--- src/rtl/cpu_defs.sv ---
// Definitions shared by the fetch stage, main_control and ALU_control:
// opcodes, the fetch state encoding and the default reset vector.
package cpu_defs;

  localparam logic [5:0] OP_RTYPE = 6'b000000;
  localparam logic [5:0] OP_ORI   = 6'b001101;
  localparam logic [5:0] OP_LW    = 6'b100011;
  localparam logic [5:0] OP_SW    = 6'b101011;
  localparam logic [5:0] OP_BEQ   = 6'b000100;
  localparam logic [5:0] OP_J     = 6'b000010;

  localparam logic [31:0] DEF_RESET_PC = 32'h0000_0000;

  typedef enum logic [1:0] {
    FS_IDLE = 2'd0,
    FS_REQ  = 2'd1,
    FS_HOLD = 2'd2,
    FS_ERR  = 2'd3
  } fetch_state_e;

endpackage

--- src/rtl/next_pc.sv ---
// Combinational next-PC selection: jump beats taken branch beats sequential.
// All arithmetic wraps modulo 2^32.
module next_pc (
  input  logic [31:0] pc,
  input  logic [25:0] instrIdx,
  input  logic        branch,
  input  logic        zero,
  input  logic        jump,
  output logic [31:0] pcPlus4,
  output logic [31:0] nextPC
);

  logic [15:0] imm16;
  logic [31:0] br_off;

  assign imm16   = instrIdx[15:0];
  assign br_off  = {{14{imm16[15]}}, imm16, 2'b00};
  assign pcPlus4 = pc + 32'd4;

  always_comb begin
    nextPC = pcPlus4;
    if (jump) begin
      nextPC = {pcPlus4[31:28], instrIdx, 2'b00};
    end else if (branch && zero) begin
      nextPC = pcPlus4 + br_off;
    end
  end

endmodule

--- src/rtl/instr_fetch.sv ---
// Fetch stage: owns the PC, fetches over a req/ack handshake with optional
// timeout, and holds the instruction register until execute accepts it.
module instr_fetch
  import cpu_defs::*;
#(
  parameter logic [31:0] RESET_PC = DEF_RESET_PC,
  parameter int unsigned TIMEOUT  = 16
) (
  input  logic        clk,
  input  logic        rst,
  output logic        imemReq,
  output logic [31:0] imemAddr,
  input  logic        imemAck,
  input  logic [31:0] imemData,
  output logic        instValid,
  input  logic        instAccept,
  input  logic        branch,
  input  logic        zero,
  input  logic        jump,
  output logic [5:0]  OP,
  output logic [4:0]  rs,
  output logic [4:0]  rt,
  output logic [4:0]  rd,
  output logic [5:0]  funct,
  output logic [15:0] imm16,
  output logic [31:0] pc,
  output logic [31:0] pcPlus4,
  output logic        fetchErr
);

  localparam int unsigned   CW       = (TIMEOUT > 1) ? $clog2(TIMEOUT) : 1;
  localparam logic [CW-1:0] CNT_LAST = CW'(TIMEOUT - 1);

  fetch_state_e  state_q, state_d;
  logic [31:0]   pc_q, pc_d;
  logic [31:0]   ir_q, ir_d;
  logic [CW-1:0] cnt_q, cnt_d;
  logic [31:0]   next_pc_w;

  next_pc u_next_pc (
    .pc       (pc_q),
    .instrIdx (ir_q[25:0]),
    .branch   (branch),
    .zero     (zero),
    .jump     (jump),
    .pcPlus4  (pcPlus4),
    .nextPC   (next_pc_w)
  );

  always_ff @(posedge clk or posedge rst) begin
    if (rst) begin
      state_q <= FS_IDLE;
      pc_q    <= RESET_PC;
      ir_q    <= '0;
      cnt_q   <= '0;
    end else begin
      state_q <= state_d;
      pc_q    <= pc_d;
      ir_q    <= ir_d;
      cnt_q   <= cnt_d;
    end
  end

  always_comb begin
    state_d = state_q;
    pc_d    = pc_q;
    ir_d    = ir_q;
    cnt_d   = cnt_q;
    unique case (state_q)
      FS_IDLE: state_d = FS_REQ;
      FS_REQ: begin
        if (imemAck) begin
          ir_d    = imemData;
          cnt_d   = '0;
          state_d = FS_HOLD;
        end else if (TIMEOUT != 0) begin
          // The cycle that would wrap the counter is the last one allowed.
          if (cnt_q == CNT_LAST) begin
            state_d = FS_ERR;
          end else begin
            cnt_d = cnt_q + CW'(1);
          end
        end
      end
      FS_HOLD: begin
        if (instAccept) begin
          pc_d    = next_pc_w;
          state_d = FS_REQ;
        end
      end
      FS_ERR:  state_d = FS_ERR;
      default: state_d = FS_IDLE;
    endcase
  end

  assign imemReq   = (state_q == FS_REQ);
  assign instValid = (state_q == FS_HOLD);
  assign fetchErr  = (state_q == FS_ERR);
  assign imemAddr  = pc_q;
  assign pc        = pc_q;

  assign OP    = ir_q[31:26];
  assign rs    = ir_q[25:21];
  assign rt    = ir_q[20:16];
  assign rd    = ir_q[15:11];
  assign funct = ir_q[5:0];
  assign imm16 = ir_q[15:0];

endmodule

--- config.mk ---
export PLATFORM = sky130hd
export DESIGN_NAME = instr_fetch
export DESIGN_NICKNAME = d
export VERILOG_FILES = /design/src/rtl/cpu_defs.sv /design/src/rtl/next_pc.sv /design/src/rtl/instr_fetch.sv
export SDC_FILE = /design/constraint.sdc
export NUM_CORES = 1
export LEC_CHECK = 0
export BUFFER_PORTS_ARGS = -buffer_cell sky130_fd_sc_hd__buf_2
export CAP_MARGIN = 5
export CORE_MARGIN = 3
export CORE_UTILIZATION = 30
export CTS_CLUSTER_SIZE = 8
export DETAILED_ROUTE_END_ITERATION = 16
export PLACE_DENSITY = 0.51
export REMOVE_ABC_BUFFERS = 1
export SLEW_MARGIN = 20
export SYNTH_ARGS = -nofsm -noshare
export SYNTH_HDL_FRONTEND = slang
export SYNTH_SLANG_ARGS = --single-unit
export TNS_END_PERCENT = 50
--- constraint.sdc ---
create_clock -name clk -period 4.1 [get_ports clk]
set_input_delay 0.82 -clock clk [delete_from_list [all_inputs] [get_ports clk]]
set_output_delay 0.82 -clock clk [all_outputs]
set_load 0.05 [all_outputs]
==> results of run 1 <==
==> per-layer routing <==
layer | share of wire [%] | vias to the layer above
met3 | 5.4 | 13
met1 | 47 | 2402
met2 | 47 | 141
met4 | 1.1 | 0
li1 | - | 2524
met5 | 0 | -
==> worst max-delay path, cell delays in order (launching register included) <==
cell	delay (ps)
sky130_fd_sc_hd__dfrtp_1	440
sky130_fd_sc_hd__and3_1	220
sky130_fd_sc_hd__and4_2	340
sky130_fd_sc_hd__nand3_1	180
sky130_fd_sc_hd__nor2_2	200
sky130_fd_sc_hd__nand2_1	100
sky130_fd_sc_hd__xnor2_1	330
sky130_fd_sc_hd__ha_1	330
sky130_fd_sc_hd__a21oi_1	230
sky130_fd_sc_hd__o21bai_1	100
sky130_fd_sc_hd__a21o_1	190
sky130_fd_sc_hd__a211oi_1	240
sky130_fd_sc_hd__o21bai_1	110
sky130_fd_sc_hd__a22o_1	260
sky130_fd_sc_hd__nor4_1	190
sky130_fd_sc_hd__a31o_2	150
sky130_fd_sc_hd__a21oi_1	40
==> worst max path at each step <==
stage / from / endpoint / cells past startpoint
floorplan: imemAddr[2] / imemAddr[31] / 14
global placement: imemAddr[5] / imemAddr[30] / 14
detailed placement: imemAddr[5] / imemAddr[30] / 14
CTS: imemAddr[5] / imemAddr[30] / 14
global route: imemAddr[5] / imemAddr[30] / 16
finish: imemAddr[5] / imemAddr[28] / 16
==> sequential cells by signal, indices dropped and copies added, names as in the netlist <==
signal / flops
ir_q: 32
imemAddr: 30
cnt_q: 4
state_q: 2
==> cell families (layout without fill, tap and decap cells) <==
kind of cell / count (synthesis) / after routing / share of synthesized area, %
simple gates: 177 / 177 / 15.5
compound gates: 176 / 176 / 20.7
buf+inv: 91 / 225 / 9.41
flops: 68 / 68 / 30.5
xor+xnor: 52 / 52 / 8.15
fa+ha+maj: 38 / 38 / 8.65
mux: 35 / 35 / 7.01
other cells: 1 / 6 / 0.0671
==> cell usage in the layout (no fill, tap or decap), drive strengths merged, types with 16 or more instances in the layout <==
cell,netlist,layout
buf,56,193
dfrtp,68,68
nand2,60,60
o21ai,44,44
a21oi,43,43
nor2,39,39
ha,37,37
xnor2,35,35
mux2,33,33
nand3,27,27
xor2,17,17
o211ai,16,16
==> cell type report <==
type | count | area, µm²
Clock inverter | 4 | 25.0
Inverter | 17 | 65.1
Timing Repair Buffer | 193 | 1010
Fill cell | 1910 | 11400
Multi-Input combinational cell | 484 | 3420
Sequential cell | 68 | 1700
Tap cell | 229 | 287
Clock buffer | 11 | 253
==> per-stage QoR <==
step	utilization (%)	cell area, µm²	hold WS (ps)	std cells
after global placement	35.5	6450	485	991
after floorplan	-	5140	493	569
final	37.3	6770	505	1006
after CTS	37.1	6720	508	1006
after detailed placement	35.5	6450	488	991
after global routing	37.3	6770	528	1006
==> qor.log, run 1 <==
qor: synthesis.synth_edf_count 0
qor: clocking.clock_insertion_delay_worst_skew 340 ps
qor: sta.rsz0062_at_grt true
qor: setup_path.reg2reg_to imemAddr[28]
qor: clocking.postCtsHoldBufs 0
qor: setup_path.crit_path_max_fanout 6
qor: setup_path.timing_worst_setup_path_type flop to flop
qor: synthesis.netlist_top_cells_count sky130_fd_sc_hd__dfrtp_1 (68), sky130_fd_sc_hd__nand2_1 (60), sky130_fd_sc_hd__buf_4 (47)
qor: setup_path.r2r_slack 320 ps
qor: global_route.global_route.peak_usage_layer met2
qor: global_route.grt_use_total 16.9%
qor: placed_design.port_buffers 174
qor: clocking.buffer_type_at_the_clock_tree_root sky130_fd_sc_hd__clkbuf_16
qor: synthesis.syn-instance-count 638
qor: sta.worst_clock_skew 4.93 ps
qor: synthesis.postSynth.asyncResetShare 100%
qor: min_path.min_path_cells 1
qor: global_route.first_global_vias 4850
qor: sta.slew_violations 0
qor: routing.remaining_drc_errors 0
qor: setup_path.critical_path_required 4320 ps
qor: placed_design.dp_worst_setup_slack 194 ps
qor: cells_and_area.number_of_nets_in_the_final_layout 850
qor: global_route.grt_first_pass_wirelength 27000 µm
qor: sta.setup_viol_count_final 0
qor: synthesis.synth_most_common_cell sky130_fd_sc_hd__dfrtp_1
qor: synthesis.synth_ff_type sky130_fd_sc_hd__dfrtp_1
qor: clocking.cts-root-to-sink-buffers 2
qor: sta.final_hold_violation_count 0
qor: placed_design.gpl.final_weighted_congestion 0.859
qor: cells_and_area.area_delta_synth_final 21.1%
qor: synthesis.synth.top_cell.area_share 30.5%
qor: global_route.total_global_routing_overflow 0
qor: synthesis.area_contributors_post_synth sky130_fd_sc_hd__dfrtp_1 (30%), sky130_fd_sc_hd__ha_1 (8.3%), sky130_fd_sc_hd__mux2_2 (6.7%)
qor: setup_path.critPathLaunchType flop
qor: clocking.ctsResizeCount 0
qor: clocking.clk_pin_slew 60 ps
qor: min_path.worstHoldPathType flop to flop
qor: sta.finalCritPeriodShare 92.1%
qor: setup_path.worst_r2r_startpoint imemAddr[5]
qor: outcome.status complete, no violations
qor: routing.detail_route.vias_per_cell 5.05
qor: clocking.cts-htree-levels 3
qor: clocking.cts_setup_buffers 0
qor: sta.period_needed 3780 ps
qor: synthesis.synth.largest_area_cell sky130_fd_sc_hd__dfrtp_1
qor: setup_path.arrival 4000 ps
qor: global_route.globalRouteMet3Util 3.36%
qor: floorplanning.die_width 142 µm
qor: sta.timing_worst_slew_pin_value 855 ps
qor: floorplanning.initial_utilization 30.8%
qor: routing.detail_route.iter0.violations 253
qor: min_path.worst_hold_startpoint ir_q[28]
qor: sta.layout_setup_ws 324 ps
qor: global_route.grt_antenna_before_repair 0
qor: global_route.groute.layer.met1.usage 23.3%
qor: floorplanning.io_pins 181
qor: sta.relSlewSlack 42.8%
qor: global_route.grt_max_degree 46
qor: min_path.capture_endpoint_of_the_worst_hold_path ir_q[28]
qor: sta.final.setup.tns 0 ps
qor: floorplanning.placeableCoreArea 0.0181 mm²
qor: setup_path.kind_of_end_point_of_the_critical_path flop
qor: routing.total_wire_length 17500 µm
qor: setup_path.worst_r2r_path_depth 16
qor: synthesis.seq_area_frac_synth 30.5%
qor: floorplanning.die_area 0.0203 mm²
qor: placed_design.post-dp-hpwl 13300 µm
qor: routing.routed-via-count 5080
qor: clocking.tritoncts.num_buffers 9
qor: clocking.number_of_sinks_on_the_clock_net 68
qor: routing.drtAntennaViolNets 0
qor: floorplanning.die_y 142 µm
qor: synthesis.postSynthRegisterBits 68
qor: cells_and_area.final_layout_size_suffix_gt1_share 34.5%
qor: global_route.groute.layer.met2.usage 27.4%
qor: synthesis.postSynthAreaPerCell 8.75 µm²
qor: job.drv_cap 0
qor: synthesis.mappedNetlistArea 0.00559 mm²
qor: floorplanning.num_rows 49
qor: routing.detailedRoute.firstPassIterationCount 4
qor: cells_and_area.antenna_cells 0
qor: clocking.cts_tree yes
qor: synthesis.netlist-cell-type-count 66
qor: synthesis.ys_warn_count 0
qor: sta.fmax 265 MHz
qor: routing.route.detailed.wl_per_inst 17.4 µm
Power of run 1 is left out: the tool's default activity adds up to more than one toggle a clock period on the data nets, which glitch-free logic cannot reach.
==> run 2, diff against run 1 <==
ABC_AREA = 1   (was default)
CORE_UTILIZATION = 55   (was 30)
PLACE_DENSITY = 0.82   (was 0.51)
==> qor.log, run 2 <==
qor: synthesis.postSynthRegisterBits 68 [unchanged]
qor: global_route.grt_use_total 30.0% [+13 points]
qor: sta.finalCritPeriodShare 81.8% [-10 points]
qor: synthesis.synth_edf_count 0 [unchanged]
qor: cells_and_area.largest_register_ff_count 32 [unchanged]
qor: clocking.cts-htree-levels 3 [unchanged]
qor: setup_path.critPathSlowestCell sky130_fd_sc_hd__dfrtp_1
qor: min_path.worstHoldPathType flop to flop
qor: synthesis.mappedNetlistArea 0.00683 mm² [+22%]
qor: clocking.cts_setup_buffers 0 [unchanged]
qor: sta.fmax 298 MHz [+13%]
qor: clocking.buffer_type_at_the_clock_tree_root sky130_fd_sc_hd__clkbuf_16
qor: placed_design.placed_cells_incl_taps 1382 [+39%]
qor: routing.routed-via-count 7351 [+45%]
qor: cells_and_area.final_layout_size_suffix_gt1_share 20.4% [-14 points]
qor: synthesis.synth_most_common_cell sky130_fd_sc_hd__nand2_1
qor: global_route.first_global_vias 6901 [+42%]
qor: clocking.cts_tree yes
qor: clocking.cts-root-to-sink-buffers 2 [unchanged]
qor: setup_path.timing_worst_setup_path_type flop to flop
qor: routing.detailedRoute.firstPassIterationCount 6 [+2]
qor: floorplanning.num_rows 40 [-18%]
qor: clocking.number_of_sinks_on_the_clock_net 68 [unchanged]
qor: placed_design.dp_worst_setup_slack 933 ps [+739 ps]
qor: clocking.clock_insertion_delay_worst_skew 330 ps [about the same]
qor: synthesis.syn-instance-count 1096 [+72%]
qor: placed_design.post-dp-hpwl 16800 µm [+26%]
qor: synthesis.synth.largest_area_cell sky130_fd_sc_hd__dfrtp_1
qor: synthesis.postSynthAreaPerCell 6.23 µm² [-29%]
qor: cells_and_area.final_design_utilization 64.7% [+27 points]
qor: floorplanning.io_pins 181 [unchanged]
qor: global_route.grt_max_degree 45 [-2.2%]
qor: synthesis.netlist_top_cells_count sky130_fd_sc_hd__nand2_1 (395), sky130_fd_sc_hd__inv_1 (165), sky130_fd_sc_hd__nor2_1 (108)
qor: clocking.ctsResizeCount 0 [unchanged]
qor: cells_and_area.mostFrequentLayoutCell sky130_fd_sc_hd__nand2_1
qor: synthesis.postSynth.asyncResetShare 100% [unchanged]
qor: sta.final.setup.tns 0 ps [unchanged]
qor: synthesis.synth_ff_type sky130_fd_sc_hd__dfrtp_1
qor: global_route.total_global_routing_overflow 0 [unchanged]
qor: synthesis.synth.top_cell.area_share 24.9% [-5.6 points]
qor: sta.setup_viol_count_final 0 [unchanged]
qor: setup_path.critical-path-top-cell-by-count sky130_fd_sc_hd__nand2_1
qor: routing.total_wire_length 21200 µm [+21%]
qor: cells_and_area.largest_register_by_flop_count ir_q
qor: routing.drtAntennaViolNets 0 [unchanged]
qor: sta.layout_setup_ws 748 ps [+424 ps]
qor: synthesis.area_contributors_post_synth sky130_fd_sc_hd__dfrtp_1 (25%), sky130_fd_sc_hd__nand2_1 (22%), sky130_fd_sc_hd__inv_1 (9.1%)
qor: cells_and_area.antenna_cells 0 [unchanged]
qor: outcome.status complete, no violations
qor: sta.timing_worst_slew_pin_value 929 ps [+74.4 ps]
qor: synthesis.seq_area_frac_synth 24.9% [-5.6 points]
qor: clocking.postCtsHoldBufs 0 [unchanged]
qor: cells_and_area.final-instance-count-excl-fill 1397 [+39%]
qor: routing.remaining_drc_errors 0 [unchanged]
qor: sta.relSlewSlack 37.9% [-4.9 points]
qor: global_route.grt_first_pass_wirelength 33700 µm [+25%]
qor: global_route.grt_antenna_before_repair 0 [unchanged]
qor: floorplanning.die_area 0.0138 mm² [-32%]
qor: floorplanning.die_width 117 µm [-18%]
qor: floorplanning.initial_utilization 56.6% [+26 points]
qor: routing.detail_route.iter0.violations 890 [+250%]
qor: setup_path.kind_of_end_point_of_the_critical_path flop
qor: placed_design.port_buffers 174 [unchanged]
qor: sta.period_needed 3350 ps [-424 ps]
qor: routing.route.detailed.wl_per_inst 15.2 µm [-13%]
qor: cells_and_area.mostFrequentLayoutCells sky130_fd_sc_hd__nand2_1 (395), sky130_fd_sc_hd__buf_2 (174), sky130_fd_sc_hd__inv_1 (164)
qor: setup_path.arrival 3570 ps [-430 ps]
qor: synthesis.netlist-cell-type-count 44 [-33%]
qor: cells_and_area.area_delta_synth_final 14.2%
qor: clocking.clk_pin_slew 60 ps [about the same]
qor: floorplanning.die_y 117 µm [-18%]
qor: cells_and_area.fill_cells 1158 [-39%]
qor: sta.slew_violations 0 [unchanged]
qor: setup_path.cp_slowest_stage_delay 410 ps [-30 ps]
qor: sta.final_hold_violation_count 0 [unchanged]
qor: job.drv_cap 0 [unchanged]
qor: placed_design.gpl.final_weighted_congestion 1.02 [+19%]
qor: floorplanning.placeableCoreArea 0.0121 mm² [-34%]
qor: setup_path.critPathLaunchType flop
qor: clocking.tritoncts.num_buffers 9 [unchanged]
qor: setup_path.path_cells ha_1 > nand2_1 > nor2_2 > nand2_2 > nor3_1 > nand2_1 > and2_1 > ha_1 > nand2_1 > nor2_1 > nand2_1 > nor2_1 > nand2_1 > nand3_1 > nand2_1 > nand3_1 > nand2_1 > nand2_1 > nand2_1
qor: cells_and_area.number_of_nets_in_the_final_layout 1302 [+53%]
qor: routing.detail_route.vias_per_cell 5.26 [+4.2%]
qor: sta.worst_clock_skew 7.78 ps [+2.85 ps]
qor: setup_path.critical_path_required 4320 ps [about the same]
qor: synthesis.ys_warn_count 0 [unchanged]
qor: sta.rsz0062_at_grt false
qor: setup_path.crit_path_max_fanout 5 [-1]
-- run 2: layout make-up --
class                           count  area [µm²]  area share [%]
Inverter                          167         627            8.03
Timing Repair Buffer              179         908            11.6
Clock buffer                       11         243            3.11
Multi-Input combinational cell    800        4070            52.1
Sequential cell                    68        1700            21.8
Tap cell                          168         210            2.69
Clock inverter                      4        50.0           0.641
-- run 2: critical path, delay by kind of cell (launching register included) --
kind / cells / cell delay (ps)
flops: 1 / 410
simple gates: 17 / 2190
fa+ha+maj: 2 / 620
-- run 2: logic make-up (layout without fill, tap and decap cells) --
logic type | count (synthesis) | after routing | synth area share [%]
mux | 30 | 30 | 4.94
flops | 68 | 68 | 24.9
other cells | 1 | 6 | 0.0549
xor+xnor | 18 | 18 | 2.42
compound gates | 76 | 76 | 6.10
simple gates | 632 | 632 | 38.7
buf+inv | 233 | 361 | 15.9
fa+ha+maj | 38 | 38 | 7.07
-- run 2: path summary, 6_finish.rpt --
kind / start / end / cells after the start / slack (ps)
min: ir_q[26] / ir_q[26] / 1 / 500
max reg2reg: imemAddr[3] / imemAddr[24] / 19 / 750
min reg2reg: ir_q[26] / ir_q[26] / 1 / 500
max in group asynchronous: rst / imemAddr[30] / 3 / 2600
max: imemAddr[3] / imemAddr[24] / 19 / 750
min in group asynchronous: rst / ir_q[1] / 2 / 510
-- run 2: stage by stage --
step                area, µm²  hold slack (ps)
detailed placement       7510              492
floorplan                6390              486
global route             7810              526
finish                   7810              500
global placement         7510              482
CTS                      7810              504
-- run 2: per-layer routing --
metal,routed length [µm],global-route usage [%],part of all wire [%],vias to the layer above
met5,0,0,0,-
met4,743,11.5,3.5,0
met3,2070,5.67,9.7,57
met2,9610,48.7,45,375
met1,8820,39.9,42,3314
li1,-,-,-,3605
Power of run 2 is left out for the same reason.
